## src/rtl/serdes_pkg.sv

```systemverilog
// Shared types for the serial bit source feeding the sequence detector.
// Holds the serialiser state encoding and the default idle line level.
package serdes_pkg;

  typedef enum logic [1:0] {
    S_IDLE,
    S_SHIFT,
    S_GAP
  } ser_state_t;

  localparam logic IDLE_LVL_DEF = 1'b0;

  function automatic int cnt_w(input int n);
    int w;
    w = $clog2(n);
    return (w > 1) ? w : 1;
  endfunction

endpackage

```

## src/rtl/serial_bit_source.sv

```systemverilog
// Parallel-to-serial shifter with valid/ready input and idle gap insertion.
// Ports: clk, rst_n, din/din_valid/din_ready in; sout/sout_valid/busy/word_done out.
module serial_bit_source
  import serdes_pkg::*;
#(
  parameter int   WIDTH     = 8,
  parameter bit   MSB_FIRST = 1'b1,
  parameter int   GAP       = 0,
  parameter logic IDLE_LVL  = IDLE_LVL_DEF
) (
  input  logic             clk,
  input  logic             rst_n,
  input  logic [WIDTH-1:0] din,
  input  logic             din_valid,
  output logic             din_ready,
  output logic             sout,
  output logic             sout_valid,
  output logic             busy,
  output logic             word_done
);

  localparam int BW = cnt_w(WIDTH);
  localparam int GW = cnt_w(GAP + 1);
  localparam logic [BW-1:0] BIT_LAST = BW'(WIDTH - 1);
  localparam logic [GW-1:0] GAP_LAST =
    (GAP > 0) ? GW'(GAP - 1) : '0;

  ser_state_t       state;
  ser_state_t       state_nx;
  logic [WIDTH-1:0] sreg;
  logic [WIDTH-1:0] sreg_nx;
  logic [BW-1:0]    bit_cnt;
  logic [BW-1:0]    bit_cnt_nx;
  logic [GW-1:0]    gap_cnt;
  logic [GW-1:0]    gap_cnt_nx;
  logic             last_bit;
  logic             last_gap;
  logic             accept;
  logic             head_nx;

  assign last_bit = (bit_cnt == BIT_LAST);
  assign last_gap = (gap_cnt == GAP_LAST);
  assign busy     = (state != S_IDLE);

  always_comb begin
    state_nx   = state;
    sreg_nx    = sreg;
    bit_cnt_nx = bit_cnt;
    gap_cnt_nx = gap_cnt;
    din_ready  = 1'b0;
    accept     = 1'b0;
    head_nx    = 1'b0;

    case (state)
      S_IDLE:  din_ready = 1'b1;
      S_SHIFT: din_ready = last_bit && (GAP == 0);
      S_GAP:   din_ready = last_gap;
      default: din_ready = 1'b0;
    endcase

    accept = din_valid & din_ready;

    case (state)
      S_IDLE: begin
        if (accept) begin
          state_nx   = S_SHIFT;
          sreg_nx    = din;
          bit_cnt_nx = '0;
        end
      end
      S_SHIFT: begin
        if (!last_bit) begin
          bit_cnt_nx = bit_cnt + BW'(1);
          if (MSB_FIRST)
            sreg_nx = {sreg[WIDTH-2:0], 1'b0};
          else
            sreg_nx = {1'b0, sreg[WIDTH-1:1]};
        end else if (GAP > 0) begin
          state_nx   = S_GAP;
          gap_cnt_nx = '0;
        end else if (accept) begin
          sreg_nx    = din;
          bit_cnt_nx = '0;
        end else begin
          state_nx = S_IDLE;
        end
      end
      S_GAP: begin
        if (!last_gap) begin
          gap_cnt_nx = gap_cnt + GW'(1);
        end else if (accept) begin
          state_nx   = S_SHIFT;
          sreg_nx    = din;
          bit_cnt_nx = '0;
        end else begin
          state_nx = S_IDLE;
        end
      end
      default: state_nx = S_IDLE;
    endcase

    head_nx = MSB_FIRST ? sreg_nx[WIDTH-1] : sreg_nx[0];
  end

  always_ff @(posedge clk or negedge rst_n) begin
    if (!rst_n) begin
      state   <= S_IDLE;
      sreg    <= '0;
      bit_cnt <= '0;
      gap_cnt <= '0;
    end else begin
      state   <= state_nx;
      sreg    <= sreg_nx;
      bit_cnt <= bit_cnt_nx;
      gap_cnt <= gap_cnt_nx;
    end
  end

  // Outputs are registered from next-state so the bit on sout
  // always matches the state the shifter is entering.
  always_ff @(posedge clk or negedge rst_n) begin
    if (!rst_n) begin
      sout       <= IDLE_LVL;
      sout_valid <= 1'b0;
      word_done  <= 1'b0;
    end else begin
      sout       <= (state_nx == S_SHIFT) ? head_nx : IDLE_LVL;
      sout_valid <= (state_nx == S_SHIFT);
      word_done  <= (state_nx == S_SHIFT) &&
                    (bit_cnt_nx == BIT_LAST);
    end
  end

endmodule

```

## config.mk

```make
export PLATFORM = sky130hd
export DESIGN_NAME = serial_bit_source
export DESIGN_NICKNAME = d
export VERILOG_FILES = /design/src/rtl/serdes_pkg.sv /design/src/rtl/serial_bit_source.sv
export SDC_FILE = /design/constraint.sdc
export NUM_CORES = 1
export LEC_CHECK = 0
export BUFFER_PORTS_ARGS = -buffer_cell sky130_fd_sc_hd__buf_4
export CORE_UTILIZATION = 35
export CTS_CLUSTER_SIZE = 8
export DETAILED_ROUTE_END_ITERATION = 8
export PLACE_DENSITY = 0.63
export SYNTH_ARGS = -nofsm -noshare
export SYNTH_HDL_FRONTEND = slang
export SYNTH_SLANG_ARGS = --single-unit
```

## constraint.sdc

```tcl
create_clock -name clk -period 2.2 [get_ports clk]
set_input_delay 0.22 -clock clk [delete_from_list [all_inputs] [get_ports clk]]
set_output_delay 0.22 -clock clk [all_outputs]
set_load 0.02 [all_outputs]
```

==> results of run 1 <==
-- worst max-delay path: stages, from the launching register on --
cell     delay [ns]
dfrtp_1        0.46
ha_1           0.18
ha_1           0.35
inv_1          0.11
o21ai_1        0.18
buf_4          0.17
-- state kept, by name (all words and copies together) (netlist names) --
signal / cells
sout_valid: 1
sreg: 7
state: 2
bit_cnt: 3
sout: 1
word_done: 1
-- per-stage QoR --
| stage | cells | setup WS [ns] | total power [W] | utilization [%] | hold WS [ns] |
|---|---|---|---|---|---|
| floorplan | 80 | 0.6287 | 0.0005709 | - | -0.07559 |
| global placement | 118 | 0.5252 | 0.0006404 | 42.30 | 0.08690 |
| detailed placement | 118 | 0.4563 | 0.0006459 | 42.30 | 0.08839 |
| CTS | 123 | 0.2212 | 0.0008050 | 43.98 | 0.1770 |
| global route | 123 | 0.1026 | 0.0008565 | 43.98 | 0.1920 |
| finish | 123 | 0.2405 | 0.0007951 | 43.98 | 0.1841 |
-- logic make-up after synthesis --
group                    Yosys count  share of synthesized area, %
AO/OA/AOI/OAI                     28                         26.16
flip-flops                        15                         44.84
adder cells (fa/ha/maj)            2                         2.989
buffers and inverters             11                         7.474
multiplexers                       4                         4.783
AND/OR/NAND/NOR                   19                         13.30
other                              1                        0.4480
-- what timing repair did --
item / CTS / global route
hold buffers: 1 / 0
buffers inserted: 0 / 0
hold endpoints to repair: 15 / 0
endpoints found under the setup margin: 0 / 0
-- per-layer routing --
metal  global-route usage, %  up-vias  share of wire [%]
li1                        -      321                  -
met1                   19.59      308                 49
met2                   21.71       10                 46
met3                   4.464        2                3.9
met4                   5.556        0                1.1
met5                       0        -                  0
-- synth_stat cells (all sizes together) --
cell type	instances	area, sq um
nor2	3	11.26
a21o	1	7.510
mux2i	4	40.04
or2b	1	11.26
and2	1	6.260
a21boi	1	11.26
buf	5	40.04
nor3	1	5.000
o22ai	7	43.79
a22o	1	8.760
nand2	6	22.52
nor2b	1	8.760
ha	2	25.02
nand3	2	15.01
o21ai	4	20.02
inv	6	22.52
a2111oi	1	27.53
a21oi	4	23.77
dfrtp	15	375.4
a22oi	3	22.52
nand2b	3	18.77
conb	1	3.750
a32o	1	10.01
a32oi	1	8.760
nor3b	1	12.51
o2bb2ai	4	35.03
-- cell type report --
type	instances	area, sq um	share of cell area, %
multi-input cells	54	399.1	40.64
flip-flops and latches	15	375.4	38.22
repair buffers	16	122.6	12.48
well taps	28	35.03	3.567
clock buffers	3	22.52	2.293
inverters	6	22.52	2.293
clock inverters	1	5.005	0.5096
-- power groups by stage --
| stage | combinational (W) | clock, W | sequential (W) |
|---|---|---|---|
| 4_1_cts | 0.000244 | 0.000162 | 0.000399 |
| 3_3_place_gp | 0.000237 | 0 | 0.000403 |
| 3_5_place_dp | 0.000242 | 0 | 0.000404 |
| 2_1_floorplan | 0.000184 | 0 | 0.000387 |
| 5_1_grt | 0.000270 | 0.000178 | 0.000408 |
| 6_report | 0.000241 | 0.000155 | 0.000399 |
-- cell usage in the layout (no fill, tap or decap), types with 2 or more instances in the layout --
| master | instances |
|---|---|
| dfrtp_1 | 15 |
| buf_4 | 15 |
| o22ai_1 | 7 |
| inv_1 | 6 |
| nand2_1 | 6 |
| o2bb2ai_1 | 4 |
| mux2i_1 | 4 |
| nor2_1 | 3 |
| nand2b_1 | 3 |
| a21oi_1 | 3 |
| a22oi_1 | 3 |
| clkbuf_4 | 3 |
| o21ai_1 | 2 |
| o21ai_0 | 2 |
| ha_1 | 2 |
-- final timing paths --
path                                 start          to  slack [ns]  cells after the start
min in group asynchronous            rst_n  bit_cnt[1]        0.32                      2
worst max-delay path            bit_cnt[0]   din_ready        0.24                      5
worst min register to register     sreg[0]     sreg[0]        0.52                      1
max in group asynchronous            rst_n  bit_cnt[2]        1.71                      2
worst max register to register  bit_cnt[0]   word_done        0.44                      5
worst min-delay path                din[0]     sreg[0]        0.18                      2
==> qor.yml, run 1 <==
drtIter0Drc: 7
drv_cap: 0
clk_latency_ns: 0.28
design_area_sq_um: 982.2
status: "finished clean"
max_slew_margin_pct: 61.05
yosysWarnings: 0
finalClockSkew_ns: 0.001198
overflow: 0
grt_pass1_vias: 614
power.density_nw_per_um2: 809.5
hold_viol: 0
yosysSeqAreaShare_pct: 44.84
tightest_slew_ns: 0.5843
dpl-instance-area_sq_um: 944.7
syn_avg_cell_area_sq_um: 10.46
die_area_sq_um: 2591
sw_frac_of_total_pct: 34.34
peakVddDrop_uv: 468.8
netlist_area_sq_um: 837.1
numCtsBuffers: 3
synthCells: 80
place_hpwl_microns: 1170
rows: 17
syn_to_final_growth_pct: 17.34
fin_crit_sh_pct: 89.07
wirelength_microns: 1577
die_w_microns: 50.91
track_usage_pct: 14.56
ios: 16
setup_tns_ns: 0
clock.fmax_ghz: 0.5103
grt_pass1_wl_microns: 2746
rsz0062_at_grt: "false"
grt_max_degree: 20
vias: 641
initial_core_util_pct: 37.48
fin_crit_ns: 1.960
ys_types: 31
synthesis.nets: 93
ys_ff_latch: 15
firstDrtPassIters: 4
critPathLaunchType: "flip-flop"
setup_viol: 0
p_seq_share_pct: 50.2
drv_slew: 0
fin_nets: 109
cp.required_ns: 1.98
fp.dieH_microns: 50.91
endpoint_kind: "output pin"
n_antenna_cell: 0
worstSetupPathType: "flip-flop to output pin"
cp_max_fo: 9
numPortBuffers: 15
clk_path_buf_depth: 2
min_path_type: "primary input to flip-flop"
critical_path_arrival_ns: 1.74
ant_nets: 0
p_int_w: 0.0005221
cts_sinks: 15
cts_tree: "done"
p_leak_nw: 0.4578
antenna_found_initial: 0
via_per_inst: 5.211
power_switching_w: 0.0002730
cts_resized: 0
power_frac_clock_pct: 19.5
combPwrFrac_pct: 30.3
wl_per_cell_microns: 12.82
cts-root-buf: "clkbuf_4"
h-tree-depth: 1
clkTransAtPathRegs_ns: 0.09
drive_gt1_share_pct: 27.37
drc_errors: 0
core_sq_um: 2233
fillers: 232
place_congestion: 0.8114
Power figures use the tool's default switching activity.
==> run 2: changes to the inputs <==
BUFFER_PORTS_ARGS = -buffer_cell sky130_fd_sc_hd__clkbuf_2   (was -buffer_cell sky130_fd_sc_hd__buf_4)
==> run 2 against run 1 <==
  * Hold slack worse by 0.0055 ns
  * Count of clock-buffer cells in the layout did not move
  * Global-route usage shrank 0.93 points
  * Core utilization decreased by 1.6 points
  * Combinational power down 5%
  * Non-clock buffer count unchanged
  * Critical endpoint unchanged
  * Register-to-register slack got worse by 0.02 ns
  * Via count down 3.7%
==> qor.yml, run 2 (synthesis results as in run 1) <==
drv_slew: 0  # unchanged
tightest_slew_ns: 0.5695  # -0.01473 ns
fp.dieH_microns: 50.91  # unchanged
numCtsBuffers: 3  # unchanged
min_path_type: "primary input to flip-flop"
firstDrtPassIters: 4  # unchanged
grt_pass1_vias: 566  # -7.8%
fillers: 241  # +3.9%
critical_path_arrival_ns: 1.80  # +0.06 ns
hold_viol: 0  # unchanged
cts_tree: "done"
wl_per_cell_microns: 12.82  # unchanged
r2r-end: "word_done"
largest_register: "sreg"
track_usage_pct: 13.63  # -0.93 points
stdcell_count: 123  # unchanged
fin_crit_ns: 2.021  # +0.06120 ns
grt_max_degree: 20  # unchanged
die_area_sq_um: 2591  # unchanged
power.density_nw_per_um2: 833.7  # +3.0%
rsz0062_at_grt: "false"
wirelength_microns: 1577  # unchanged
setup_tns_ns: 0  # unchanged
vias: 617  # -3.7%
crit_chain: "ha_1, ha_1, inv_1, o21ai_1, clkbuf_2"
overflow: 0  # unchanged
min_from: "din[0]"
r2r_cells: 5  # unchanged
worstSetupPathType: "flip-flop to output pin"
clk_latency_ns: 0.29  # about the same
place_hpwl_microns: 1186  # +1.4%
numPortBuffers: 15  # unchanged
drtIter0Drc: 11  # +4
cp_max_fo: 9  # unchanged
die_w_microns: 50.91  # unchanged
place_congestion: 0.8351  # +2.9%
slowest_stage: "dfrtp_1"
n_antenna_cell: 0  # unchanged
drive_gt1_share_pct: 27.37  # unchanged
rrSetupSlack_ns: 0.42  # -0.02 ns
syn_to_final_growth_pct: 13.15
path_common_cell: "ha_1"
r2r-start: "bit_cnt[0]"
critPathLaunchType: "flip-flop"
core_sq_um: 2233  # unchanged
peakVddDrop_uv: 495.6  # +5.7%
drc_errors: 0  # unchanged
cts-root-buf: "clkbuf_4"
min_to: "sreg[0]"
clock.fmax_ghz: 0.4949  # -3.0%
finalClockSkew_ns: 0.01183  # +0.01063 ns
dp_cells: 118  # unchanged
fin_nets: 109  # unchanged
p_leak_nw: 0.4441  # -3.0%
postCtsSetupBuffers: 0  # unchanged
ant_nets: 0  # unchanged
clk_path_buf_depth: 2  # unchanged
via_per_inst: 5.016  # -3.7%
ios: 16  # unchanged
endpoint_kind: "output pin"
antenna_found_initial: 0  # unchanged
max_slew_margin_pct: 62.03  # +0.98 points
initial_core_util_pct: 37.48  # unchanged
min_path_cells: 2  # unchanged
drv_cap: 0  # unchanged
rows: 17  # unchanged
largest_register_ffs: 7  # unchanged
clkTransAtPathRegs_ns: 0.10  # about the same
reg_top3: "sreg x7, bit_cnt x3, state x2"
h-tree-depth: 1  # unchanged
cp.required_ns: 1.98  # about the same
fin_crit_sh_pct: 91.85  # +2.8 points
cts_sinks: 15  # unchanged
crit_path_max_incr_delay_ns: 0.46  # about the same
cts_resized: 0  # unchanged
status: "finished clean"
setup_viol: 0  # unchanged
crit_path_start: "bit_cnt[0]"
grt_pass1_wl_microns: 2615  # -4.8%
mostFrequentLayoutCells: "dfrtp_1 (15), clkbuf_2 (15), o22ai_1 (7), inv_1 (6), nand2_1 (6)"
[run 2: cell types whose count changed in the layout (fill, tap and decap cells not counted), sizes merged]
cell,delta
buf,-15
clkbuf,+15
clkinv,-1
clkinvlp,+1
[run 2: layout make-up]
| type | count | area, sq um | area share, % |
|---|---|---|---|
| Inverter | 6 | 22.52 | 2.378 |
| Clock inverter | 1 | 7.507 | 0.7926 |
| Clock buffer | 3 | 22.52 | 2.378 |
| Sequential cell | 15 | 375.4 | 39.63 |
| Tap cell | 28 | 35.03 | 3.699 |
| Multi-Input combinational cell | 54 | 399.1 | 42.14 |
| Timing Repair Buffer | 16 | 85.08 | 8.983 |
[run 2: worst max-delay path: cells and delay by family, from the launching register on]
kind | cells | cell delay [ns]
DFF | 1 | 0.46
AOI/OAI and AO/OA | 1 | 0.19
adders and majority gates | 2 | 0.55
buffers and inverters | 2 | 0.31
[run 2: per-stage QoR]
step	utilization (%)	power, W	hold slack [ns]	setup slack, ns	instance area [sq um]
floorplan	-	0.0005709	-0.07559	0.6287	837.1
global placement	40.62	0.0006276	0.1558	0.5251	907.1
detailed placement	40.62	0.0006348	0.1522	0.4596	907.1
CTS	42.41	0.0008012	0.1668	0.1707	947.2
global route	42.41	0.0008491	0.1657	0.08168	947.2
finish	42.41	0.0007897	0.1786	0.1793	947.2
[run 2: worst max path at each step]
stage	depth (start not counted)	endpoint	slack [ns]
2_1_floorplan	6	sreg[0]	0.63
3_3_place_gp	5	word_done	0.53
3_5_place_dp	5	word_done	0.46
4_1_cts	5	din_ready	0.17
5_1_grt	5	din_ready	0.08
6_report	5	din_ready	0.18
[run 2: repair_timing]
| item | CTS | global route |
|---|---|---|
| endpoints found under the setup margin | 0 | 0 |
| endpoints found under the hold margin | 15 | 0 |
| hold buffers | 1 | 0 |
[run 2: where the power goes]
group	internal [W]	total (W)	switching, W
Combinational	0.000106	0.000229	0.000123
Sequential	0.000336	0.000399	0.0000630
Clock	0.0000693	0.000162	0.0000924
[run 2: routing by layer]
layer	global-route usage (%)	vias up	part of all wire, %
li1	-	319	-
met1	19.19	281	50
met2	19.30	15	44
met3	4.762	2	5.6
met4	4.167	0	0.76
met5	0	-	0
